<file path="src/rtl/seq_tile_mult.sv">
// Sequential WIDTH x WIDTH unsigned multiplier, one 2x2 tile product per clock.
// Define SEQ_TILE_MULT_APPROX_TILE_EN for approximate tiles (all but tile 0,0).
module seq_tile_mult #(
  parameter int WIDTH = 8
) (
  input  logic               clk,
  input  logic               rst,
  input  logic               in_valid,
  output logic               in_ready,
  input  logic [WIDTH-1:0]   A,
  input  logic [WIDTH-1:0]   B,
  output logic               out_valid,
  input  logic               out_ready,
  output logic [2*WIDTH-1:0] P,
  output logic               busy
);

  localparam int N  = WIDTH / 2;
  localparam int CW = (N > 1) ? $clog2(N) : 1;
  localparam int PW = 2 * WIDTH;
  localparam logic [CW-1:0] LAST = CW'(N - 1);

  generate
    if (WIDTH < 2 || (WIDTH % 2) != 0) begin : g_bad_width
      $error("seq_tile_mult: WIDTH must be even and >= 2");
    end
  endgenerate

  typedef enum logic [1:0] {
    IDLE,
    CALC,
    DONE
  } state_t;

  state_t state;
  state_t state_nxt;

  logic [WIDTH-1:0] a_reg;
  logic [WIDTH-1:0] b_reg;
  logic [PW-1:0]    acc;
  logic [CW-1:0]    i;
  logic [CW-1:0]    j;

  logic [1:0]    a_d;
  logic [1:0]    b_d;
  logic [3:0]    tile;
  logic [CW:0]   dsum;
  logic [PW-1:0] term;
  logic [PW-1:0] sum;
  logic          last;

  assign a_d  = a_reg[2*i +: 2];
  assign b_d  = b_reg[2*j +: 2];
  assign dsum = {1'b0, i} + {1'b0, j};
  assign term = PW'(tile) << {dsum, 1'b0};
  assign sum  = acc + term;
  assign last = (i == LAST) && (j == LAST);

  always_comb begin
    tile = 4'(a_d) * 4'(b_d);
`ifdef SEQ_TILE_MULT_APPROX_TILE_EN
    // 3*3 reports 7 except on the least significant tile
    if ((i != '0 || j != '0) && a_d == 2'd3 && b_d == 2'd3)
      tile = 4'd7;
`endif
  end

  always_ff @(posedge clk or posedge rst) begin
    if (rst) state <= IDLE;
    else     state <= state_nxt;
  end

  always_comb begin
    state_nxt = state;
    in_ready  = 1'b0;
    out_valid = 1'b0;
    busy      = 1'b0;
    unique case (state)
      IDLE: begin
        in_ready = 1'b1;
        if (in_valid) state_nxt = CALC;
      end
      CALC: begin
        busy = 1'b1;
        if (last) state_nxt = DONE;
      end
      DONE: begin
        busy      = 1'b1;
        out_valid = 1'b1;
        if (out_ready) state_nxt = IDLE;
      end
      default: state_nxt = IDLE;
    endcase
  end

  always_ff @(posedge clk or posedge rst) begin
    if (rst) begin
      a_reg <= '0;
      b_reg <= '0;
      acc   <= '0;
      i     <= '0;
      j     <= '0;
      P     <= '0;
    end else begin
      unique case (state)
        IDLE: begin
          if (in_valid) begin
            a_reg <= A;
            b_reg <= B;
            acc   <= '0;
            i     <= '0;
            j     <= '0;
          end
        end
        CALC: begin
          acc <= sum;
          if (j == LAST) begin
            j <= '0;
            i <= i + 1'b1;
          end else begin
            j <= j + 1'b1;
          end
          if (last) P <= sum;
        end
        default: ;
      endcase
    end
  end

endmodule

</file>
<file path="config.mk">
export PLATFORM = sky130hd
export DESIGN_NAME = seq_tile_mult
export DESIGN_NICKNAME = d
export VERILOG_FILES = /design/src/rtl/seq_tile_mult.sv
export SDC_FILE = /design/constraint.sdc
export NUM_CORES = 1
export LEC_CHECK = 0
export BUFFER_PORTS_ARGS = -buffer_cell sky130_fd_sc_hd__buf_2
export CORE_ASPECT_RATIO = 1.25
export CORE_MARGIN = 2
export CORE_UTILIZATION = 40
export CTS_BUF_LIST = sky130_fd_sc_hd__clkbuf_16
export DETAILED_ROUTE_END_ITERATION = 10
export GPL_ROUTABILITY_DRIVEN = 0
export GPL_TIMING_DRIVEN = 0
export PLACE_DENSITY = 0.66
export SYNTH_ARGS = -nofsm -noshare
export SYNTH_HDL_FRONTEND = slang
export SYNTH_SLANG_ARGS = --single-unit
</file>
<file path="constraint.sdc">
create_clock -name clk -period 4.95 [get_ports clk]
set_clock_uncertainty 0.05 [all_clocks]
set_input_delay 0.2475 -clock clk [delete_from_list [all_inputs] [get_ports clk]]
set_output_delay 0.2475 -clock clk [all_outputs]
set_load 0.01 [all_outputs]
</file>
Word level (Yosys, flattened, before mapping):

Index checks and enable logic that the tools add are counted.

* add/subtract/negate cells: 4
* $mul: 1
* eq/ne operators: 8
* shift operators: 3
* muxes and demuxes: 14
* reduce and logical (&&, ||, !) cells: 9

Operators by type and width (number)
* $pmux W16 S2: 1
* $add A16 B16 Y16: 1
* $mux W16: 1
* $shiftx A8 B4 Y2: 2
* $shl A4 B4 Y16: 1
* $mux W2: 6
* $ne A2 B2 Y1 const B: 4
* $pmux W2 S2: 2
* $eq A2 B2 Y1 const B: 3
* $pmux W2 S3: 1
* $reduce_and A2 Y1: 3
* $reduce_and A3 Y1: 2
* $add A2 B1 Y2 const B: 2
* $mul A2 B2 Y4: 1
* $add A2 B2 Y3: 1
* $mux W1: 3
* $eq A2 B1 Y1 const B: 1
* $logic_not A2 Y1: 1
* $reduce_bool A2 Y1: 1
* $reduce_or A2 Y1: 1
* $logic_and A1 B1 Y1: 1

* register bits after elaboration: 54
* logic and storage cells: 46

Longest topological paths before layout:

Gate-level depths: netlist of run 1.

* depth in word-level cells: 5
* depth in mapped cells: 14
* mapped depth without buffers: 13

Least setup slack after synthesis of run 1:

OpenSTA, ideal clock, no wires.

* kind: register to register
* start point: register i[0]
* end point: register acc[9]
* arrival time: 3.582 ns
* required time: 4.778 ns
* slack: 1.197 ns
* cell stages (with the launch flop): 14
* clock period less this slack: 3.753 ns
* path through: dfrtp_1 -> mux4_2 -> and2_1 -> ha_1 -> ha_1 -> nor2b_1 -> a31oi_1 -> nor2_1 -> ha_1 -> buf_6 -> a211o_1 -> o2111a_1 -> or3_1 -> a32o_1

* cells in the longest elaborated chain, start to end: 5
* elaborated cells on any way between the ends: 6
* classes of those cells: 2 x add/sub; 1 x mul; 2 x shift; 1 x mux

RTL lines
* start, declared: line 41 `logic [CW-1:0] i;`
* start signal, assigned: line 119 `i <= i + 1'b1;`
* $shiftx A8 B4 Y2: line 52 `assign a_d = a_reg[2*i +: 2];`
* $mul A2 B2 Y4: line 60 `tile = 4'(a_d) * 4'(b_d);`
* $shl A4 B4 Y16 *: line 55 `assign term = PW'(tile) << {dsum, 1'b0};`
* $add A16 B16 Y16 *: line 56 `assign sum = acc + term;`
* $pmux W16 S2 *: line 105 `unique case (state)`
* end signal, assigned: line 116 `acc <= sum;`
* end, declared: line 40 `logic [PW-1:0] acc;`

Mark *: on every way between the ends. The rest lies on a longest branch, timed or not.
A chain may end at the register's enable or synchronous reset.

Worst setup path after layout of run 1:

* start point: register i[0]
* end point: register acc[11]

The elaborated chain is that of the path after synthesis.

==> flow_results.xml, run 1 <==
<?xml version="1.0" encoding="UTF-8"?>
<metrics>
  <group name="status">
    <metric name="outcome" unit="">complete, no violations</metric>
  </group>
  <group name="die">
    <metric name="die-height" unit="um">106</metric>
    <metric name="design.core.area" unit="um^2">8190</metric>
    <metric name="initial_core_util" unit="%">40.8</metric>
    <metric name="die_area" unit="um^2">9100</metric>
    <metric name="die-width" unit="um">85.7</metric>
    <metric name="top_level_ports" unit="">39</metric>
    <metric name="fp-row-count" unit="">37</metric>
  </group>
  <group name="finish">
    <metric name="register_area" unit="um^2">1350</metric>
    <metric name="multi_input_area" unit="um^2">1890</metric>
    <metric name="fin_cells" unit="">481</metric>
    <metric name="area_growth" unit="%">15.3</metric>
    <metric name="antennaDiodeCount" unit="">0</metric>
    <metric name="nNetsFinal" unit="">429</metric>
    <metric name="drive_above_1_share" unit="%">21.1</metric>
    <metric name="layout_top_registers" unit="">P (16), acc (16)</metric>
    <metric name="filler_cell_count" unit="">764</metric>
    <metric name="finalCoreUtilization" unit="%">47.0</metric>
  </group>
  <group name="clocking">
    <metric name="post_cts_hold_buffer_count" unit="">1</metric>
    <metric name="clkTransAtPathRegs" unit="ns">0.07</metric>
    <metric name="cts_resized" unit="">0</metric>
    <metric name="cts_htree_levels" unit="">2</metric>
    <metric name="clock_tree_buffer_depth" unit="">2</metric>
    <metric name="postCtsSetupRepairBufs" unit="">0</metric>
    <metric name="clk_lat_worst_skew" unit="ns">0.29</metric>
    <metric name="cts_tree" unit="">built</metric>
    <metric name="clkSinkCount" unit="">54</metric>
    <metric name="library_cell_used_as_clock_root_buffer" unit="">sky130_fd_sc_hd__clkbuf_16</metric>
    <metric name="tritoncts.num_buffers" unit="">5</metric>
  </group>
  <group name="synth">
    <metric name="synth_compound_area_share" unit="%">20.1</metric>
    <metric name="yosys_most_used_dff" unit="">sky130_fd_sc_hd__dfrtp_1</metric>
    <metric name="synth_cell_type_count" unit="">53</metric>
    <metric name="async_flop_share" unit="%">100</metric>
    <metric name="yosys_register_bits" unit="">54</metric>
    <metric name="leading_post_synthesis_cells_by_instance_count" unit="">sky130_fd_sc_hd__dfrtp_1 (54), sky130_fd_sc_hd__nand2_1 (39), sky130_fd_sc_hd__o21ai_0 (25)</metric>
    <metric name="synth.top_cell.area_share" unit="%">40.4</metric>
    <metric name="avgSynthCellArea" unit="um^2">9.94</metric>
    <metric name="synth.yosys.warnings" unit="">0</metric>
    <metric name="post_synth_and_or_nand_nor_area_fraction" unit="%">15.0</metric>
    <metric name="synth_top_cells_by_area" unit="">sky130_fd_sc_hd__dfrtp_1 (40%), sky130_fd_sc_hd__ha_1 (9.0%), sky130_fd_sc_hd__mux2_2 (5.4%)</metric>
    <metric name="seq_area_frac_synth" unit="%">40.4</metric>
    <metric name="synthAdderAreaFrac" unit="%">10.2</metric>
    <metric name="synth_top_family_by_area" unit="">compound AO/OA/AOI/OAI gates</metric>
    <metric name="post_synth_mux_area_share" unit="%">8.99</metric>
    <metric name="postSynthCellCount" unit="">336</metric>
    <metric name="syn_area" unit="um^2">3340</metric>
    <metric name="synth_top_area_cell" unit="">sky130_fd_sc_hd__dfrtp_1</metric>
    <metric name="synth_most_common_cell" unit="">sky130_fd_sc_hd__dfrtp_1</metric>
    <metric name="post_synth_xor_xnor_area" unit="%">2.10</metric>
    <metric name="synth_enable_flop_cells" unit="">0</metric>
    <metric name="synth.net_count" unit="">382</metric>
  </group>
  <group name="timing">
    <metric name="rsz0062_at_grt" unit="">false</metric>
    <metric name="final_period_minus_worst_setup_slack" unit="ns">4.11</metric>
    <metric name="timing.setup.tns" unit="ns">0</metric>
    <metric name="timing.final.max_slew_violations" unit="">0</metric>
    <metric name="relative_max_transition_margin" unit="%">40.3</metric>
    <metric name="final_min_period_over_clock_period" unit="%">82.9</metric>
    <metric name="achievable-frequency" unit="GHz">0.244</metric>
    <metric name="slew_of_the_pin_with_the_lowest_slew_margin" unit="ns">0.894</metric>
    <metric name="hold_violations" unit="">0</metric>
    <metric name="setup_violations" unit="">0</metric>
  </group>
  <group name="global_route">
    <metric name="overflow" unit="">0</metric>
    <metric name="total_routing_usage_gr" unit="%">17.4</metric>
    <metric name="wire_length_of_the_first_global_routing_pass" unit="um">12700</metric>
    <metric name="grt_max_degree" unit="">31</metric>
    <metric name="antenna_found_initial" unit="">0</metric>
    <metric name="first_global_vias" unit="">2723</metric>
  </group>
  <group name="hold_path">
    <metric name="whs_path_depth" unit="">2</metric>
    <metric name="min_from" unit="">B[6]</metric>
    <metric name="hold_path.class" unit="">in2reg</metric>
    <metric name="whs_endpoint" unit="">b_reg[6]</metric>
  </group>
  <group name="worst_setup_path">
    <metric name="regToRegSetupSlack" unit="ns">0.84</metric>
    <metric name="cp.required" unit="ns">5.08</metric>
    <metric name="worst-endpoint-arrival" unit="ns">4.23</metric>
    <metric name="worst_r2r_path_depth" unit="">12</metric>
    <metric name="crit_chain" unit="">mux4_2 &gt; and2_1 &gt; ha_1 &gt; ha_1 &gt; nor2b_1 &gt; a31oi_1 &gt; nor2_1 &gt; ha_1 &gt; and2_1 &gt; a221o_1 &gt; or3_1 &gt; a32o_1</metric>
    <metric name="timing.setup.critical_path_class" unit="">reg2reg</metric>
    <metric name="r2r_end" unit="">acc[11]</metric>
    <metric name="critical_path.endpoint_type" unit="">flop</metric>
    <metric name="maximum_net_fanout_on_the_critical_path" unit="">8</metric>
    <metric name="slowest_delay" unit="ns">0.59</metric>
    <metric name="critPathLaunchType" unit="">flop</metric>
    <metric name="worst_r2r_startpoint" unit="">i[0]</metric>
    <metric name="cpMaxStageDelayCell" unit="">sky130_fd_sc_hd__mux4_2</metric>
    <metric name="cpMostUsedCell" unit="">sky130_fd_sc_hd__ha_1</metric>
  </group>
  <group name="routing">
    <metric name="vias" unit="">2602</metric>
    <metric name="detail_route.wl_per_cell" unit="um">15.0</metric>
    <metric name="drc" unit="">0</metric>
    <metric name="antenna_nets_post_route" unit="">0</metric>
    <metric name="detail_route.vias_per_cell" unit="">5.41</metric>
    <metric name="wirelength" unit="um">7230</metric>
    <metric name="detail_route.iter0.violations" unit="">114</metric>
    <metric name="drt_first_pass_iters" unit="">6</metric>
  </group>
  <group name="run">
    <metric name="drv.max_cap_violation_count" unit="">0</metric>
  </group>
  <group name="power">
    <metric name="design_power_total" unit="uW">2000</metric>
    <metric name="irDropWorstVdd" unit="V">0.000301</metric>
    <metric name="power_density" unit="nW/um^2">518</metric>
    <metric name="cellLeakagePower" unit="uW">0.00181</metric>
  </group>
  <group name="placed_design">
    <metric name="numPortBuffers" unit="">38</metric>
    <metric name="dp_hpwl" unit="um">5740</metric>
    <metric name="placedCellCount" unit="">472</metric>
  </group>
</metrics>
how the worst max path moves through the flow:
| stage | endpoint | startpoint | depth (start not counted) |
|---|---|---|---|
| 6_report | acc[11] | i[0] | 12 |
| 5_1_grt | acc[11] | i[0] | 12 |
| 2_1_floorplan | acc[9] | i[0] | 13 |
| 3_3_place_gp | acc[11] | i[0] | 12 |
| 3_5_place_dp | acc[11] | i[0] | 12 |
| 4_1_cts | acc[11] | i[0] | 12 |
final cells by class:
cell class,count,area share [%]
multi-input combinational,257,49.0
sequential,54,35.1
timing repair buffer,40,5.72
clock buffer,5,3.25
tap,97,3.15
inverter,14,1.36
buffer,11,1.33
clock inverter,3,1.14
logic make-up after synthesis:
logic type	after synthesis
DFF	54
muxes	23
buffers and inverters	25
AOI/OAI and AO/OA	96
adders and majority gates	26
xor gates and xnor gates	8
and+or+nand+nor	104
per-stage QoR:
stage / hold slack [ns] / setup WS, ns / instance area, um^2
floorplan: 0.348 / 1.20 / 3340
global placement: 0.408 / 0.896 / 3650
detailed placement: 0.284 / 0.854 / 3670
CTS: 0.132 / 0.822 / 3850
global route: 0.129 / 0.564 / 3850
finish: 0.135 / 0.845 / 3850
where the power goes:
group | leakage, uW | switching (uW) | internal (uW)
clock | 0.0000842 | 162 | 240
sequential | 0.000705 | 80.9 | 559
combinational | 0.00102 | 543 | 412
total | 0.00181 | 786 | 1210
worst max-delay path, delay by kind of cell (launching register included):
kind,cells,cell delay [ns]
AND/OR/NAND/NOR,5,1.00
multiplexers,1,0.59
adder cells (fa/ha/maj),3,0.86
AO/OA/AOI/OAI,3,0.99
flip-flops,1,0.50
metal layers:
| metal | wire length [um] | up-vias | track usage [%] |
|---|---|---|---|
| met5 | 0 | - | 0 |
| met4 | 129 | 0 | 5.44 |
| met3 | 217 | 10 | 2.72 |
| met2 | 3610 | 37 | 30.6 |
| met1 | 3270 | 1234 | 21.7 |
| li1 | - | 1321 | - |
cells in the final DEF (no fill, tap or decap), types with 3 or more instances in the layout:
cell and instances:
sky130_fd_sc_hd__a21oi_1 12, sky130_fd_sc_hd__clkbuf_1 6, sky130_fd_sc_hd__mux2i_1 3, sky130_fd_sc_hd__buf_2 40
sky130_fd_sc_hd__o31ai_1 7, sky130_fd_sc_hd__nand2_1 39, sky130_fd_sc_hd__nand3_1 4, sky130_fd_sc_hd__nor2_1 20
sky130_fd_sc_hd__dfrtp_1 54, sky130_fd_sc_hd__inv_1 13, sky130_fd_sc_hd__o311ai_0 3, sky130_fd_sc_hd__or3_1 3
sky130_fd_sc_hd__mux2_2 16, sky130_fd_sc_hd__o21ai_0 25, sky130_fd_sc_hd__xnor2_1 3, sky130_fd_sc_hd__nand4_1 4
sky130_fd_sc_hd__clkbuf_16 5, sky130_fd_sc_hd__a31oi_1 5, sky130_fd_sc_hd__nand2b_1 11, sky130_fd_sc_hd__and2_1 9
sky130_fd_sc_hd__a31o_2 3, sky130_fd_sc_hd__a21o_1 6, sky130_fd_sc_hd__a22o_1 3, sky130_fd_sc_hd__nor2b_1 4
sky130_fd_sc_hd__a32o_1 3, sky130_fd_sc_hd__ha_1 24, sky130_fd_sc_hd__xor2_1 5, sky130_fd_sc_hd__nor3_1 3
sky130_fd_sc_hd__o211ai_1 8, sky130_fd_sc_hd__mux4_2 4
No activity file was read; power rests on OpenSTA's default activity.
==> run 2, diff against run 1 <==
Settings changed: ABC_AREA from default to 1.
Clock period 4.95 ns to 3.8 ns, I/O delays scaled along.
==> run 2 against run 1 <==
- worst setup slack lost 0.51 ns
- first-iteration DRC count grew 33%
- wire length grew 13%
- combinational power grew 11%
- critical endpoint is now P[12]
- largest cell class unchanged
- largest power group unchanged
- highest routed layer unchanged
==> flow_results.xml, run 2 <==
<?xml version="1.0" encoding="UTF-8"?>
<metrics>
  <group name="status">
    <metric name="outcome" unit="">complete, no violations</metric>
  </group>
  <group name="timing">
    <metric name="final_period_minus_worst_setup_slack" unit="ns">3.46</metric>
    <metric name="slew_of_the_pin_with_the_lowest_slew_margin" unit="ns">0.387</metric>
    <metric name="achievable-frequency" unit="GHz">0.289</metric>
    <metric name="final_min_period_over_clock_period" unit="%">91.1</metric>
    <metric name="hold_violations" unit="">0</metric>
    <metric name="setup_violations" unit="">0</metric>
    <metric name="timing.final.max_slew_violations" unit="">0</metric>
    <metric name="rsz0062_at_grt" unit="">false</metric>
    <metric name="relative_max_transition_margin" unit="%">74.2</metric>
    <metric name="timing.setup.tns" unit="ns">0</metric>
    <metric name="hold_ws" unit="ns">0.0304</metric>
  </group>
  <group name="die">
    <metric name="fp-row-count" unit="">38</metric>
    <metric name="design.core.area" unit="um^2">8610</metric>
    <metric name="top_level_ports" unit="">39</metric>
    <metric name="initial_core_util" unit="%">41.0</metric>
    <metric name="die_area" unit="um^2">9590</metric>
    <metric name="die-height" unit="um">109</metric>
    <metric name="die-width" unit="um">88.0</metric>
  </group>
  <group name="routing">
    <metric name="detail_route.iter0.violations" unit="">152</metric>
    <metric name="wirelength" unit="um">8140</metric>
    <metric name="vias" unit="">3207</metric>
    <metric name="drt_first_pass_iters" unit="">4</metric>
    <metric name="antenna_nets_post_route" unit="">0</metric>
    <metric name="drc" unit="">0</metric>
    <metric name="detail_route.wl_per_cell" unit="um">12.2</metric>
    <metric name="detail_route.vias_per_cell" unit="">4.80</metric>
  </group>
  <group name="global_route">
    <metric name="total_routing_usage_gr" unit="%">18.5</metric>
    <metric name="grt.met3_usage" unit="%">2.65</metric>
    <metric name="first_global_vias" unit="">3075</metric>
    <metric name="grt_util_met2" unit="%">33.9</metric>
    <metric name="overflow" unit="">0</metric>
    <metric name="antenna_found_initial" unit="">0</metric>
    <metric name="wire_length_of_the_first_global_routing_pass" unit="um">13700</metric>
    <metric name="grt_busiest_layer" unit="">met2</metric>
    <metric name="grt_max_degree" unit="">38</metric>
    <metric name="globalRouteMet1Util" unit="%">21.1</metric>
  </group>
  <group name="synth">
    <metric name="synth.yosys.warnings" unit="">0</metric>
    <metric name="yosys_register_bits" unit="">54</metric>
    <metric name="avgSynthCellArea" unit="um^2">7.05</metric>
    <metric name="synth_top_area_cell" unit="">sky130_fd_sc_hd__dfrtp_1</metric>
    <metric name="postSynthCellCount" unit="">500</metric>
    <metric name="leading_post_synthesis_cells_by_instance_count" unit="">sky130_fd_sc_hd__nand2_1 (210), sky130_fd_sc_hd__inv_1 (60), sky130_fd_sc_hd__dfrtp_1 (54)</metric>
    <metric name="synth_top_cells_by_area" unit="">sky130_fd_sc_hd__dfrtp_1 (38%), sky130_fd_sc_hd__nand2_1 (22%), sky130_fd_sc_hd__ha_1 (8.5%)</metric>
    <metric name="synth.net_count" unit="">546</metric>
    <metric name="synth_enable_flop_cells" unit="">0</metric>
    <metric name="synth_most_common_cell" unit="">sky130_fd_sc_hd__nand2_1</metric>
    <metric name="syn_area" unit="um^2">3530</metric>
    <metric name="synth_cell_type_count" unit="">35</metric>
    <metric name="synth.top_cell.area_share" unit="%">38.3</metric>
    <metric name="async_flop_share" unit="%">100</metric>
    <metric name="seq_area_frac_synth" unit="%">38.3</metric>
    <metric name="yosys_most_used_dff" unit="">sky130_fd_sc_hd__dfrtp_1</metric>
  </group>
  <group name="placed_design">
    <metric name="dp_hpwl" unit="um">6410</metric>
    <metric name="numPortBuffers" unit="">38</metric>
  </group>
  <group name="worst_setup_path">
    <metric name="cp.required" unit="ns">3.94</metric>
    <metric name="worst-endpoint-arrival" unit="ns">3.60</metric>
    <metric name="cpMaxStageDelayCell" unit="">sky130_fd_sc_hd__dfrtp_1</metric>
    <metric name="critPathLaunchType" unit="">flop</metric>
    <metric name="slowest_delay" unit="ns">0.50</metric>
    <metric name="crit_chain" unit="">ha_1 &gt; inv_1 &gt; fa_1 &gt; clkbuf_2 &gt; inv_1 &gt; nor4_2 &gt; ha_1 &gt; inv_1 &gt; fa_1 &gt; inv_1 &gt; nand3_1 &gt; nand3_1 &gt; nand3_1 &gt; nand3_1 &gt; nand2_1 &gt; nand3_1 &gt; nand2_1</metric>
    <metric name="path_delay_family" unit="">adder cells</metric>
    <metric name="critical_path.endpoint_type" unit="">flop</metric>
    <metric name="timing.setup.critical_path_class" unit="">reg2reg</metric>
    <metric name="maximum_net_fanout_on_the_critical_path" unit="">8</metric>
    <metric name="worstPathBufferInverterCount" unit="">5</metric>
    <metric name="cpMostUsedCell" unit="">sky130_fd_sc_hd__nand3_1</metric>
  </group>
  <group name="clocking">
    <metric name="library_cell_used_as_clock_root_buffer" unit="">sky130_fd_sc_hd__clkbuf_16</metric>
    <metric name="clock_tree_buffer_depth" unit="">2</metric>
    <metric name="clkTransAtPathRegs" unit="ns">0.07</metric>
    <metric name="cts_tree" unit="">built</metric>
    <metric name="cts_htree_levels" unit="">2</metric>
    <metric name="clkSinkCount" unit="">54</metric>
    <metric name="tritoncts.num_buffers" unit="">5</metric>
    <metric name="postCtsSetupRepairBufs" unit="">0</metric>
    <metric name="clk_lat_worst_skew" unit="ns">0.30</metric>
  </group>
  <group name="run">
    <metric name="drv.max_cap_violation_count" unit="">0</metric>
  </group>
  <group name="finish">
    <metric name="antennaDiodeCount" unit="">0</metric>
    <metric name="drive_above_1_share" unit="%">14.6</metric>
    <metric name="layout_commonest_cell" unit="">sky130_fd_sc_hd__nand2_1</metric>
    <metric name="area_growth" unit="%">14.6</metric>
    <metric name="filler_cell_count" unit="">888</metric>
    <metric name="mostFrequentLayoutCells" unit="">sky130_fd_sc_hd__nand2_1 (210), sky130_fd_sc_hd__inv_1 (60), sky130_fd_sc_hd__dfrtp_1 (54)</metric>
    <metric name="nNetsFinal" unit="">593</metric>
    <metric name="layout_top_registers" unit="">P (16), acc (16)</metric>
  </group>
  <group name="power">
    <metric name="irDropWorstVdd" unit="V">0.000352</metric>
    <metric name="cellLeakagePower" unit="uW">0.00234</metric>
    <metric name="power_density" unit="nW/um^2">572</metric>
  </group>
  <group name="hold_path">
    <metric name="hold_path.class" unit="">in2reg</metric>
  </group>
</metrics>
[run 2: cell count changes in the layout (fill, tap and decap cells not counted), moves of 8 or more]
cell / before / now
sky130_fd_sc_hd__nand2_1: 39 / 210
sky130_fd_sc_hd__nor2_1: 20 / 31
sky130_fd_sc_hd__o211ai_1: 8 / 0
sky130_fd_sc_hd__o21ai_0: 25 / 11
sky130_fd_sc_hd__inv_2: 1 / 9
sky130_fd_sc_hd__and2_1: 9 / 0
sky130_fd_sc_hd__nand3_1: 4 / 39
sky130_fd_sc_hd__inv_1: 13 / 60
sky130_fd_sc_hd__mux2_2: 16 / 0
sky130_fd_sc_hd__nand2b_1: 11 / 0
[run 2: final cells by class]
cell class	count	area [um^2]	area share [%]
multi-input combinational	368	1880	46.5
sequential	54	1350	33.4
inverter	69	259	6.41
timing repair buffer	40	220	5.45
tap	120	150	3.72
clock buffer	5	125	3.10
buffer	9	43.8	1.08
clock inverter	3	12.5	0.310
[run 2: worst min-delay path: stages]
cell	delay, ns
sky130_fd_sc_hd__buf_2	0.07
sky130_fd_sc_hd__nand2_1	0.04
sky130_fd_sc_hd__nand2_1	0.04
[run 2: final timing paths]
check                      start        to  depth (start not counted)  slack, ns
min reg2reg                P[13]     P[13]                          2       0.43
min                         B[6]  b_reg[6]                          3       0.03
max reg2reg                 j[0]     P[12]                         17       0.34
min in group asynchronous    rst     P[15]                          3       0.37
max in group asynchronous    rst      P[0]                          4       2.80
max                         j[0]     P[12]                         17       0.34
[run 2: stage by stage]
step | utilization [%] | cells | setup WS (ns) | total power, uW | area (um^2)
after floorplan | - | 500 | 0.837 | 1600 | 3530
after global placement | 44.9 | 658 | 0.270 | 1840 | 3870
after detailed placement | 45.2 | 659 | 0.255 | 1880 | 3890
after CTS | 46.9 | 668 | 0.230 | 2330 | 4030
after global routing | 46.9 | 668 | 0.0701 | 2520 | 4040
final | 46.9 | 668 | 0.339 | 2310 | 4040
[run 2: cells by family after synthesis]
group	Yosys count	share of synthesized area [%]
DFF	54	38.3
and+or+nand+nor	303	36.4
xor gates and xnor gates	3	0.745
buffers and inverters	78	8.59
AOI/OAI and AO/OA	36	6.25
adders and majority gates	26	9.65
[run 2: timing repair]
item,4_1_cts,5_1_grt
hold endpoints to repair,17,0
hold buffers,1,0
endpoints found under the setup margin,0,2
resized for setup,0,1
[run 2: where the power goes]
| part | internal (uW) | switching, uW |
|---|---|---|
| combinational | 366 | 691 |
| sequential | 712 | 98.3 |
| clock | 239 | 206 |
[run 2: metal layers]
| metal | routed length, um | vias up | share of wire, % |
|---|---|---|---|
| li1 | - | 1658 | - |
| met1 | 3500 | 1472 | 43 |
| met2 | 4130 | 61 | 51 |
| met3 | 271 | 16 | 3.3 |
| met4 | 240 | 0 | 2.9 |
| met5 | 0 | - | 0 |
